File: config.mk
export PLATFORM = sky130hd
export DESIGN_NAME = mux_n_1_rr_reg
export DESIGN_NICKNAME = d
export VERILOG_FILES = /design/src/rtl/mux_n_1_rr_reg.sv
export SDC_FILE = /design/constraint.sdc
export NUM_CORES = 1
export LEC_CHECK = 0
export CAP_MARGIN = 20
export CORE_UTILIZATION = 37
export CTS_CLUSTER_DIAMETER = 100
export DETAILED_ROUTE_END_ITERATION = 8
export PLACE_DENSITY = 0.86
export SYNTH_ARGS = -nofsm -noshare
export SYNTH_HDL_FRONTEND = slang
export SYNTH_SLANG_ARGS = --single-unit
File: constraint.sdc
create_clock -name clk_in -period 1.7 [get_ports clk_in]
set_clock_uncertainty 0.2 [all_clocks]
set_input_delay 0.17 -clock clk_in [delete_from_list [all_inputs] [get_ports clk_in]]
set_output_delay 0.17 -clock clk_in [all_outputs]
set_load 0.005 [all_outputs]
File: src/rtl/mux_n_1_rr_reg.sv
// Registered N:1 stream selector with valid/ready on every channel.
// The source channel is either picked explicitly (fixed mode) or by a wrap-around round-robin arbiter.
module mux_n_1_rr_reg #(
   parameter  int WIDTH = 8,
   parameter  int CH    = 4,
   localparam int SEL_W = $clog2(CH)
) (
   input  logic                  clk_in,
   input  logic                  rst_n_in,
   input  logic [CH*WIDTH-1:0]   d_in,
   input  logic [CH-1:0]         valid_in,
   output logic [CH-1:0]         ready_out,
   input  logic                  mode_in,
   input  logic [SEL_W-1:0]      sel_in,
   output logic [WIDTH-1:0]      y_out,
   output logic                  valid_out,
   input  logic                  ready_in,
   output logic [SEL_W-1:0]      ch_out
);

   logic [WIDTH-1:0] ch_data [CH];
   logic             valid_q, valid_d;
   logic [WIDTH-1:0] y_q, y_d;
   logic [SEL_W-1:0] ch_q, ch_d;
   logic [SEL_W-1:0] ptr_q, ptr_d;
   logic [SEL_W-1:0] grant;
   logic [SEL_W-1:0] rr_grant;
   logic             load_en;
   logic             req;
   logic             xfer;

   for (genvar i = 0; i < CH; i++) begin : g_unpack
      assign ch_data[i] = d_in[i*WIDTH +: WIDTH];
   end

   // Scanning from the top down lets the channel closest to ptr overwrite the others.
   function automatic logic [SEL_W-1:0] rr_pick(input logic [CH-1:0] v, input logic [SEL_W-1:0] p);
      logic [SEL_W-1:0] pick;
      logic [SEL_W-1:0] idx;
      pick = p;
      for (int k = CH - 1; k >= 0; k--) begin
         idx = p + SEL_W'(k);
         if (v[idx]) pick = idx;
      end
      return pick;
   endfunction

   assign rr_grant = rr_pick(valid_in, ptr_q);

   always_comb begin
      load_en   = !valid_q || ready_in;
      grant     = sel_in;
      req       = valid_in[sel_in];
      ready_out = '0;
      valid_d   = valid_q;
      y_d       = y_q;
      ch_d      = ch_q;
      ptr_d     = ptr_q;

      if (mode_in) begin
         grant = rr_grant;
         req   = |valid_in;
      end

      // Fixed mode offers ready to the selected channel even when it is idle.
      if (rst_n_in && load_en && (req || !mode_in)) ready_out[grant] = 1'b1;

      xfer = rst_n_in && load_en && req;

      if (xfer) begin
         valid_d = 1'b1;
         y_d     = ch_data[grant];
         ch_d    = grant;
         if (mode_in) ptr_d = grant + SEL_W'(1);
      end else if (valid_q && ready_in) begin
         valid_d = 1'b0;
      end
   end

   always_ff @(posedge clk_in) begin
      if (!rst_n_in) begin
         valid_q <= 1'b0;
         y_q     <= '0;
         ch_q    <= '0;
         ptr_q   <= '0;
      end else begin
         valid_q <= valid_d;
         y_q     <= y_d;
         ch_q    <= ch_d;
         ptr_q   <= ptr_d;
      end
   end

   assign valid_out = valid_q;
   assign y_out     = y_q;
   assign ch_out    = ch_q;

endmodule

Yosys cells after proc, flatten, opt, wreduce, memory -nomap -nowiden
Index checks and enable logic that the tools add are counted.

Mux-type cells: 24. Bitwise operators: 1. Reductions and logical operators: 12. $add $sub $neg: 4. $lt $le $gt $ge: 8.

Operators by type and width (number): $lt 2x3->1 const B (6); $bmux 8 s2 (1); $mux 8 (2); $bmux 1 s2 (5); $mux 2 (5); $mux 1 (9); $logic_and 1x1->1 (5); $add 2x1->2 const B (2); $add 2x2->2 const B (2); $mux 4 (1); $reduce_or 4->1 (1); $ge 3x3->1 const B (1); $not 2->3 (1); $demux 1 s2 (1); $ge 2x1->1 const B (1); $logic_not 1->1 (2); $logic_or 1x1->1 (2); $reduce_and 2->1 (1); $reduce_bool 2->1 (1).

Output and inout bits: 15. Bits in registers: 13.

Logic depth before layout (Yosys ltp)
Gate-level depths: netlist (run 1).

Depth after elaboration: 13. Gate-level depth with buffers: 8. Gate-level depth less buffers: 6.

Worst setup path before layout (run 1)
No wires, ideal clock.

Kind: register to register. Start point: reg ptr_q[1]. End point: reg y_q[1] (netlist: y_out[1]). Arrival: 1.521 ns. Path slack: -0.158 ns. Data required time: 1.362 ns. Path buffers: 1. Library setup time: 0.138 ns. Cell stages (with the launch flop): 8. Cells stage by stage: dfxtp_1 > buf_6 > a21oi_1 > or3b_1 > a41oi_4 > and2b_1 > o21ai_0 > a32oi_1.

Cells in the longest elaborated chain, start to end: 12. Elaborated cells on any way between the ends: 20.

Ends and longest elaborated chain: start, declared (RTL line 25) `logic [SEL_W-1:0] ptr_q, ptr_d;`; start signal, assigned (RTL line 90) `ptr_q <= ptr_d;`; $add 2x2->2 (RTL line 42) `idx = p + SEL_W'(k);`; $bmux 1 s2 (RTL line 43) `if (v[idx]) pick = idx;`; $mux 1 (implied by the code) (RTL line 43); $mux 2 (3 in a row) (RTL line 43); $mux 2 (*) (RTL line 43); $mux 2 (*) (RTL line 60) `if (mode_in) begin`; $not 2->3 (implied by the code) (*) (RTL line 72) `y_d = ch_data[grant];`; $bmux 8 s2 (*) (RTL line 72); $mux 8 (implied by the code) (*) (2 in a row) (RTL line 72); end signal, assigned (RTL line 88) `y_q <= y_d;`; end, declared (RTL line 23) `logic [WIDTH-1:0] y_q, y_d;`.

Mark *: on every way between the ends. The rest lies on a longest branch, timed or not. The select of a mux whose other input is x is not followed. A chain may end at the register's enable or synchronous reset.

Worst setup path after layout (run 1)
Start point: reg ptr_q[1]. End point: out ready_out[0].

Cells in the longest elaborated chain, start to end: 13. Elaborated cells on any way between the ends: 22.

Ends and longest elaborated chain: $add 2x2->2 (RTL line 42); $bmux 1 s2 (RTL line 43); $mux 1 (implied by the code) (RTL line 43); $mux 2 (3 in a row) (RTL line 43); $mux 2 (*) (RTL line 43); $mux 2 (*) (RTL line 60); $lt 2x3->1 (implied by the code) or $ge 2x1->1 (tied branches) (RTL line 66) `if (rst_n_in && load_en && (req || !mode_in)) ready_out[grant] = 1'b1;`; $logic_and 1x1->1 (implied by the code) (RTL line 66); $mux 1 (implied by the code) (RTL line 66); $demux 1 s2 (*) (RTL line 66); $mux 4 (*) (RTL line 66); end, declared (RTL line 12) `output logic [CH-1:0] ready_out,`.

Marks and branches as above.

==> results of run 1 <==
==> Yosys cell counts, types with 2 or more instances <==
library cell,n
nand3_1,21
nand2_1,19
a32oi_1,16
dfxtp_1,13
nor2b_1,13
nand2b_1,9
o21ai_0,8
a21oi_1,5
clkbuf_1,5
nor2_1,5
buf_6,3
o21ai_1,3
and2_1,2
and2b_1,2
inv_1,2
nor3b_1,2
o21a_1,2
o31ai_1,2
==> cell type report <==
type	instances	area [µm²]
well taps	44	55.1
inverters	2	7.51
fillers	230	779
repair buffers	97	861
multi-input cells	136	1080
flip-flops and latches	13	268
clock inverters	1	5.00
clock buffers	3	22.5
==> worst paths after layout <==
check / from / slack (ns) / end
max: ptr_q[1] / -0.37 / ready_out[0]
min: d_in[31] / 0.26 / y_out[7]
min reg2reg: y_out[7] / 0.27 / y_out[7]
max reg2reg: ptr_q[1] / -0.35 / y_out[1]
==> repair_timing <==
action,in CTS,in global routing
cloned,3,0
hold endpoints to repair,0,0
endpoints found under the setup margin,16,16
buffers inserted,6,1
resized for setup,55,14
pin swaps,20,10
==> critical path: stages, from the launching register on <==
cell and delay (ns):
dfxtp_4 0.38, buf_4 0.15, a211o_4 0.36, nand3_4 0.12, nand3_4 0.09, o31ai_4 0.07, and2_1 0.15, buf_2 0.11
==> metrics by stage <==
stage / setup WS [ns] / hold slack (ns) / TNS, ns / instances
after global placement: -0.841 / 0.250 / -11.41 / 285
after detailed placement: -0.920 / 0.253 / -12.30 / 285
after floorplan: -0.111 / 0.141 / -0.972 / 160
final: -0.375 / 0.263 / -4.67 / 296
after global routing: -0.431 / 0.266 / -5.56 / 296
after CTS: -0.335 / 0.263 / -4.06 / 295
==> registers in the layout, indices dropped and copies added, names as in the netlist <==
| signal | cells |
|---|---|
| ptr_q | 2 |
| y_out | 8 |
| valid_out | 1 |
| ch_out | 2 |
==> routing by layer <==
layer | vias up | global-route usage, % | share of wire (%)
li1 | 785 | - | -
met5 | - | 0 | 0
met3 | 2 | 5.46 | 7.1
met1 | 787 | 34.3 | 41
met4 | 0 | 3.06 | 0.23
met2 | 94 | 48.9 | 52
==> where the power goes <==
part | internal, mW | total, mW | switching, mW
combinational | 0.373 | 0.669 | 0.296
sequential | 0.345 | 0.375 | 0.0300
clock | 0.0873 | 0.194 | 0.107
==> cell families after synthesis <==
logic type | Yosys count | synth area share [%]
simple gates | 86 | 39.9
mux | 1 | 0.832
flops | 13 | 21.6
compound gates | 46 | 30.3
xor+xnor | 1 | 0.729
buf+inv | 13 | 6.66
==> flow_summary.toml, run 1 <==
[run]
cap_violations = 0

[clock_network]
clk_pin_slew_ns = 0.09
cts_sinks = 13
clockBufferDepth = 2
cts_tree = "done"
holdBufCountCts = 0
htreeDepth = 1
clk_latency_ns = 0.27
cts_made_buffers = 3
root_buffer = "clkbuf_4"

[floorplanning]
die_w_um = 59.0
core_area_mm2 = 0.00308
start_util_pct = 39.1
fp-row-count = 20
fp.dieH_um = 59.0
dieArea_mm2 = 0.00348
io-pin-count = 57

[final_layout]
area_growth_pct = 91.2
n_antenna_cell = 0
layout-drive-gt1-share_pct = 34.5
final_cell_mix = "45 x clkdlybuf4s50_1, 34 x buf_4, 19 x nand2_1"
utilization_pct = 74.7
post-route-cell-area_mm2 = 0.00230
nets = 295
final_common_cell = "clkdlybuf4s50_1"

[routing]
drcViolationCount = 0
drt-wirelength-per-cell_um = 16.1
first_pass_iters = 4
dr.first_iter.drc_count = 122
routed_wl_um = 4770
viasPerCell = 5.64
ant_nets = 0
vias = 1668

[timing]
setup_viol = 16
rsz0062_at_grt = "yes"
fin_ws_ns = -0.375
max_freq_ghz = 0.482
worst_pin_slew_ns = 0.533
drv_slew = 0
fin_crit_sh_pct = 122
min_period_ns = 2.07
slew_headroom_pct = 64.3
hold_viol = 0

[logic_synthesis]
syn-num-nets = 202
synth_top_cell_by_area = "dfxtp_1"
syn_area_mm2 = 0.00120
synth_enable_flop_cells = 0
synthCells = 160
ys_types = 46
synthTopCellsByArea = "dfxtp_1 22%, a32oi_1 12%, nand3_1 8.7%"
syn_avg_cell_area_um2 = 7.52
ys_seq_area_share_pct = 21.6
synth-seq-cells = 13
yosysWarnings = 0
postSynth.asyncResetShare_pct = 0
ys.flop_type = "dfxtp_1"
netlist.area_leader.share_pct = 21.6

[global_route]
antenna_found_initial = 0
grt_usage_pct = 27.1
grt_pass1_vias = 1550
grt_pass1_wl_um = 7180
grt_max_degree = 18
grt-ovfl-total = 0

[critical_path]
end_kind = "output pin"
cp.arrival_ns = 1.70
r2r_cells = 7
critPathMaxFanout = 5
critPathKind = "reg2out"
required_ns = 1.33
worstSetupStartpointType = "flop"

[pwr]
p_leak_nw = 0.915
ir_drop_v = 0.000440
powerDensity_mw_per_mm2 = 539
power.total_mw = 1.24

[placement]
port_buffers = 56
post-dp-hpwl_um = 3100
gp_congestion = 0.818
dpl_cell_area_mm2 = 0.00203

[run_status]
outcome = "finished with violations"
violations = "setup timing"

[hold_path]
hold_class = "in2reg"
whs_path_depth = 3
Note: power is estimated with default switching activity, not from simulation.
==> inputs of run 2 (changes only) <==
==> constraint.sdc (replaced) <==
create_clock -name clk_in -period 1.7 [get_ports clk_in]
set_clock_uncertainty 0.2 [all_clocks]
set_input_delay 0.255 -clock clk_in [delete_from_list [all_inputs] [get_ports clk_in]]
set_output_delay 0.255 -clock clk_in [all_outputs]
set_load 0.005 [all_outputs]
==> run 2 against run 1 <==
The flow still finishes with violations (setup timing). Routed wire length up 20%. Die area unchanged. Largest cell class unchanged. Via count up 9.7%. Core utilization up 6.0 points. Clock power up 4%. Hold slack worse by 0.088 ns. Total power up 8.4%. Worst setup slack worse by 0.17 ns. Fmax down 7.4%.
==> flow_summary.toml, run 2 (same netlist as run 1, synthesis figures left out) <==
[run_status]
outcome = "finished with violations"
violations = "setup timing"

[final_layout]
multiInputGateArea_mm2 = 0.00109
final_common_cell = "buf_4"
utilization_pct = 80.7
post-route-cell-area_mm2 = 0.00248
layout-drive-gt1-share_pct = 46.5
area_growth_pct = 107
register_area_um2 = 268
n_antenna_cell = 0
final_cell_mix = "50 x buf_4, 44 x clkdlybuf4s50_1, 16 x nand3_1, 16 x a32oi_1"
filler_cell_count = 202
largest_register_ffs = 8
nets = 312

[floorplanning]
dieArea_mm2 = 0.00348
core_area_mm2 = 0.00308
die_w_um = 59.0
io-pin-count = 57
start_util_pct = 39.1
fp.dieH_um = 59.0
fp-row-count = 20

[critical_path]
r2r_cells = 8
crit_buf_inv = 2
worstReg2RegEnd = "y_out[5]"
crit_path_max_incr_delay_ns = 0.39
required_ns = 1.24
rrSetupSlack_ns = -0.45
cp.arrival_ns = 1.79
regToRegStartpoint = "ptr_q[1]"
worstSetupStartpointType = "flop"
path_common_cell = "buf_6"
critPathKind = "reg2out"
crit_cells = 7
cp_cell_sequence = "nor2b_4, o21a_1, nor4_4, a21oi_2, buf_6, and2_4, buf_6"
slowest_stage = "dfxtp_4"
critPathMaxFanout = 4
end_kind = "output pin"
cp_top_family = "simple AND/OR/NAND/NOR gates"

[timing]
tns_ns = -6.59
fin_crit_sh_pct = 132
drv_slew = 0
hold_viol = 0
setup_viol = 18
rsz0062_at_grt = "yes"
fin_ws_ns = -0.542
slew_headroom_pct = 65.2
min_period_ns = 2.24
max_freq_ghz = 0.446
worst_pin_slew_ns = 0.520

[hold_path]
holdCritStartpoint = "ready_in"
min_to = "valid_out"
whs_path_depth = 3
hold_class = "in2reg"

[placement]
gp_congestion = 0.820
port_buffers = 56
dpl_cell_area_mm2 = 0.00205
post-place-ws_ns = -1.05
post-dp-hpwl_um = 3050

[clock_network]
clockBufferDepth = 2
clk_latency_ns = 0.29
htreeDepth = 1
cts_tree = "done"
clk_pin_slew_ns = 0.08
cts_made_buffers = 3
root_buffer = "clkbuf_4"
holdBufCountCts = 0
cts_sinks = 13

[routing]
drt-wirelength-per-cell_um = 18.3
ant_nets = 0
routed_wl_um = 5720
vias = 1830
first_pass_iters = 4
viasPerCell = 5.85
dr.first_iter.drc_count = 79
drcViolationCount = 0

[run]
cap_violations = 0

[global_route]
grt_pass1_wl_um = 8070
antenna_found_initial = 0
grt_pass1_vias = 1796
grt_max_degree = 13
grt_usage_pct = 31.3
grt-ovfl-total = 0

[pwr]
powerDensity_mw_per_mm2 = 540
p_leak_nw = 1.03
ir_drop_v = 0.000384
[run 2: through the flow]
| stage | hold WS [ns] | total power, mW | cells |
|---|---|---|---|
| 3_5_place_dp | 0.252 | 0.943 | 285 |
| 3_3_place_gp | 0.249 | 0.931 | 285 |
| 4_1_cts | 0.268 | 1.23 | 307 |
| 2_1_floorplan | 0.226 | 0.640 | 160 |
| 6_report | 0.176 | 1.34 | 313 |
| 5_1_grt | 0.187 | 1.40 | 313 |
[run 2: how the worst max path moves through the flow]
stage | startpoint | to | slack [ns]
after floorplan | ptr_q[1] | y_out[0] | -0.11
after global placement | valid_in[0] | ready_out[3] | -0.99
after detailed placement | valid_in[0] | ready_out[3] | -1.05
after CTS | ptr_q[1] | ready_out[0] | -0.44
after global routing | ptr_q[1] | ready_out[3] | -0.56
final | ptr_q[0] | ready_out[0] | -0.54
[run 2: area by class of cell]
| class | count | area share, % |
|---|---|---|
| multi-input combinational | 135 | 44.0 |
| tap | 44 | 2.22 |
| clock buffer | 4 | 1.06 |
| inverter | 2 | 0.302 |
| sequential | 13 | 10.8 |
| timing repair buffer | 115 | 41.6 |
[run 2: power by group]
| group | internal, mW | leakage (nW) | switching, mW | total [mW] |
|---|---|---|---|---|
| Combinational | 0.433 | 0.902 | 0.332 | 0.764 |
| Clock | 0.0913 | 0.0150 | 0.110 | 0.202 |
| Sequential | 0.345 | 0.110 | 0.0302 | 0.375 |
[run 2: worst reg2reg max path, cell delays in order, from the launching register on]
cell and delay, ns:
dfxtp_4 0.39, buf_6 0.13, buf_6 0.11, and3b_1 0.18, or4_4 0.49, nand2_4 0.13
a21o_4 0.20, nand2_1 0.07, a32oi_1 0.19
[run 2: what timing repair did]
item,4_1_cts,5_1_grt
hold endpoints to repair,0,0
setup endpoints to repair,16,18
cloned,1,1
buffers inserted,19,6
resized for setup,84,26
pin swaps,26,11
[run 2: layer usage]
metal  vias to the layer above  GRT usage [%]  wire [µm]
met2                       113           56.3       2930
met5                         -              0          0
met3                        33           6.77        365
met4                         0           18.7        263
met1                       866           33.3       2150
li1                        818              -          -
==> inputs of run 3 (changes only) <==
CORE_MARGIN = 1   (was not set)
REMOVE_ABC_BUFFERS = 1   (was not set)
SLEW_MARGIN = 30   (was not set)
==> run 3 against run 2 <==
The flow still finishes with violations (setup timing). Fmax rose by 3.9%. Global-route usage shrank 2.3 points. Total power shrank 3.5%. Hold slack improved by 0.091 ns. Clock power is 2% higher. Count of clock-buffer cells in the layout unchanged. Non-clock buffer count shrank 14. Worst setup slack better by 0.084 ns. Design area is 5.1% lower. Final cell count is 4.2% lower. Routed wire length decreased by 7.4%. Via count fell by 6.2%. Critical endpoint is now ready_out[2]. Largest cell class unchanged. Highest routed layer unchanged.
==> flow_summary.toml, run 3 (same netlist as run 1, synthesis figures left out) <==
[run_status]
outcome = "finished with violations"
violations = "setup timing"

[global_route]
grt_max_degree = 14
antenna_found_initial = 0
grt_pass1_vias = 1595
grt-ovfl-total = 0
grt_pass1_wl_um = 7470
grt_usage_pct = 29.0

[routing]
first_pass_iters = 4
ant_nets = 0
drcViolationCount = 0
drt-wirelength-per-cell_um = 17.6
dr.first_iter.drc_count = 127
viasPerCell = 5.72
vias = 1717
routed_wl_um = 5290

[clock_network]
clk_latency_ns = 0.30
root_buffer = "clkbuf_4"
cts_sinks = 13
cts_made_buffers = 3
holdBufCountCts = 0
htreeDepth = 1
clk_pin_slew_ns = 0.09
clockBufferDepth = 2
cts_tree = "done"

[final_layout]
final_cell_mix = "44 x clkdlybuf4s50_1, 35 x buf_4, 19 x nand2_1, 19 x nand3_1, 14 x a32oi_1"
layout-drive-gt1-share_pct = 35.2
post-route-cell-area_mm2 = 0.00236
register_area_um2 = 269
largest_register_ffs = 8
multiInputGateArea_mm2 = 0.00106
n_antenna_cell = 0
area_growth_pct = 95.9
final_common_cell = "clkdlybuf4s50_1"
filler_cell_count = 204
utilization_pct = 76.5
nets = 299
final-instance-count-excl-fill = 300

[critical_path]
slowest_stage = "clkdlybuf4s15_1"
cp.arrival_ns = 1.70
critPathKind = "in2out"
worstSetupStartpointType = "input pin"
end_kind = "output pin"
cp_cell_sequence = "clkdlybuf4s15_1, nor2b_4, o21a_4, nor4_4, a21oi_2, buf_4, and2_4, buf_6"
critPathMaxFanout = 6
required_ns = 1.24
crit_path_max_incr_delay_ns = 0.30
crit_start = "valid_in[2]"
regToRegStartpoint = "ptr_q[1]"

[pwr]
p_leak_nw = 0.947
power.total_mw = 1.29
powerDensity_mw_per_mm2 = 549
ir_drop_v = 0.000544

[floorplanning]
fp-row-count = 20
core_area_mm2 = 0.00308
io-pin-count = 57
die_w_um = 59.0
start_util_pct = 39.1
fp.dieH_um = 59.0
dieArea_mm2 = 0.00348

[timing]
fin_ws_ns = -0.458
setup_viol = 16
drv_slew = 0
slew_headroom_pct = 61.6
hold_viol = 0
max_freq_ghz = 0.463
rsz0062_at_grt = "yes"
min_period_ns = 2.16
fin_crit_sh_pct = 127
worst_pin_slew_ns = 0.574

[placement]
port_buffers = 56
place_inst = 284
gp_congestion = 0.821
dpl_cell_area_mm2 = 0.00203
post-dp-hpwl_um = 2980

[run]
cap_violations = 0

[hold_path]
holdCritStartpoint = "y_out[5]"
hold_class = "reg2reg"
==> run 3: worst max-delay path, delay by kind of cell <==
kind / cells / cell delay, ns
and+or+nand+nor: 3 / 0.61
AOI/OAI and AO/OA: 2 / 0.27
buffers and inverters: 3 / 0.56
==> run 3: layer usage <==
metal / vias up / wire length (µm) / track usage, %
met1: 792 / 2040 / 33.8
met5: - / 0 / 0
li1: 797 / - / -
met3: 23 / 371 / 6.11
met4: 0 / 173 / 10.2
met2: 105 / 2700 / 52.1
==> run 3: worst paths after layout <==
path,depth (start not counted),slack (ns),end
setup / recovery,8,-0.46,ready_out[2]
setup reg to reg,10,-0.45,ch_out[0]
hold / removal,2,0.27,y_out[5]
hold reg to reg,2,0.27,y_out[5]
==> run 3: final cells by class <==
type | count | share of cell area, %
inverters | 2 | 0.319
clock buffers | 4 | 1.12
repair buffers | 101 | 39.9
multi-input cells | 136 | 44.9
flip-flops and latches | 13 | 11.4
well taps | 44 | 2.34
==> run 3: power by group <==
group          switching, mW  internal, mW
clock                  0.114        0.0916
combinational          0.311         0.406
sequential            0.0265         0.345
==> run 3: stage by stage <==
| step | TNS (ns) | hold WS (ns) | setup slack, ns |
|---|---|---|---|
| global route | -6.70 | 0.284 | -0.526 |
| detailed placement | -14.48 | 0.254 | -1.14 |
| CTS | -5.63 | 0.267 | -0.455 |
| global placement | -13.71 | 0.244 | -1.06 |
| finish | -5.80 | 0.266 | -0.458 |
| floorplan | -2.38 | 0.172 | -0.254 |
==> run 3: timing repair <==
item / 4_1_cts / 5_1_grt
gates cloned: 2 / 1
resized for setup: 60 / 18
setup buffers: 11 / 1
endpoints found under the setup margin: 16 / 17
pin swaps: 14 / 6
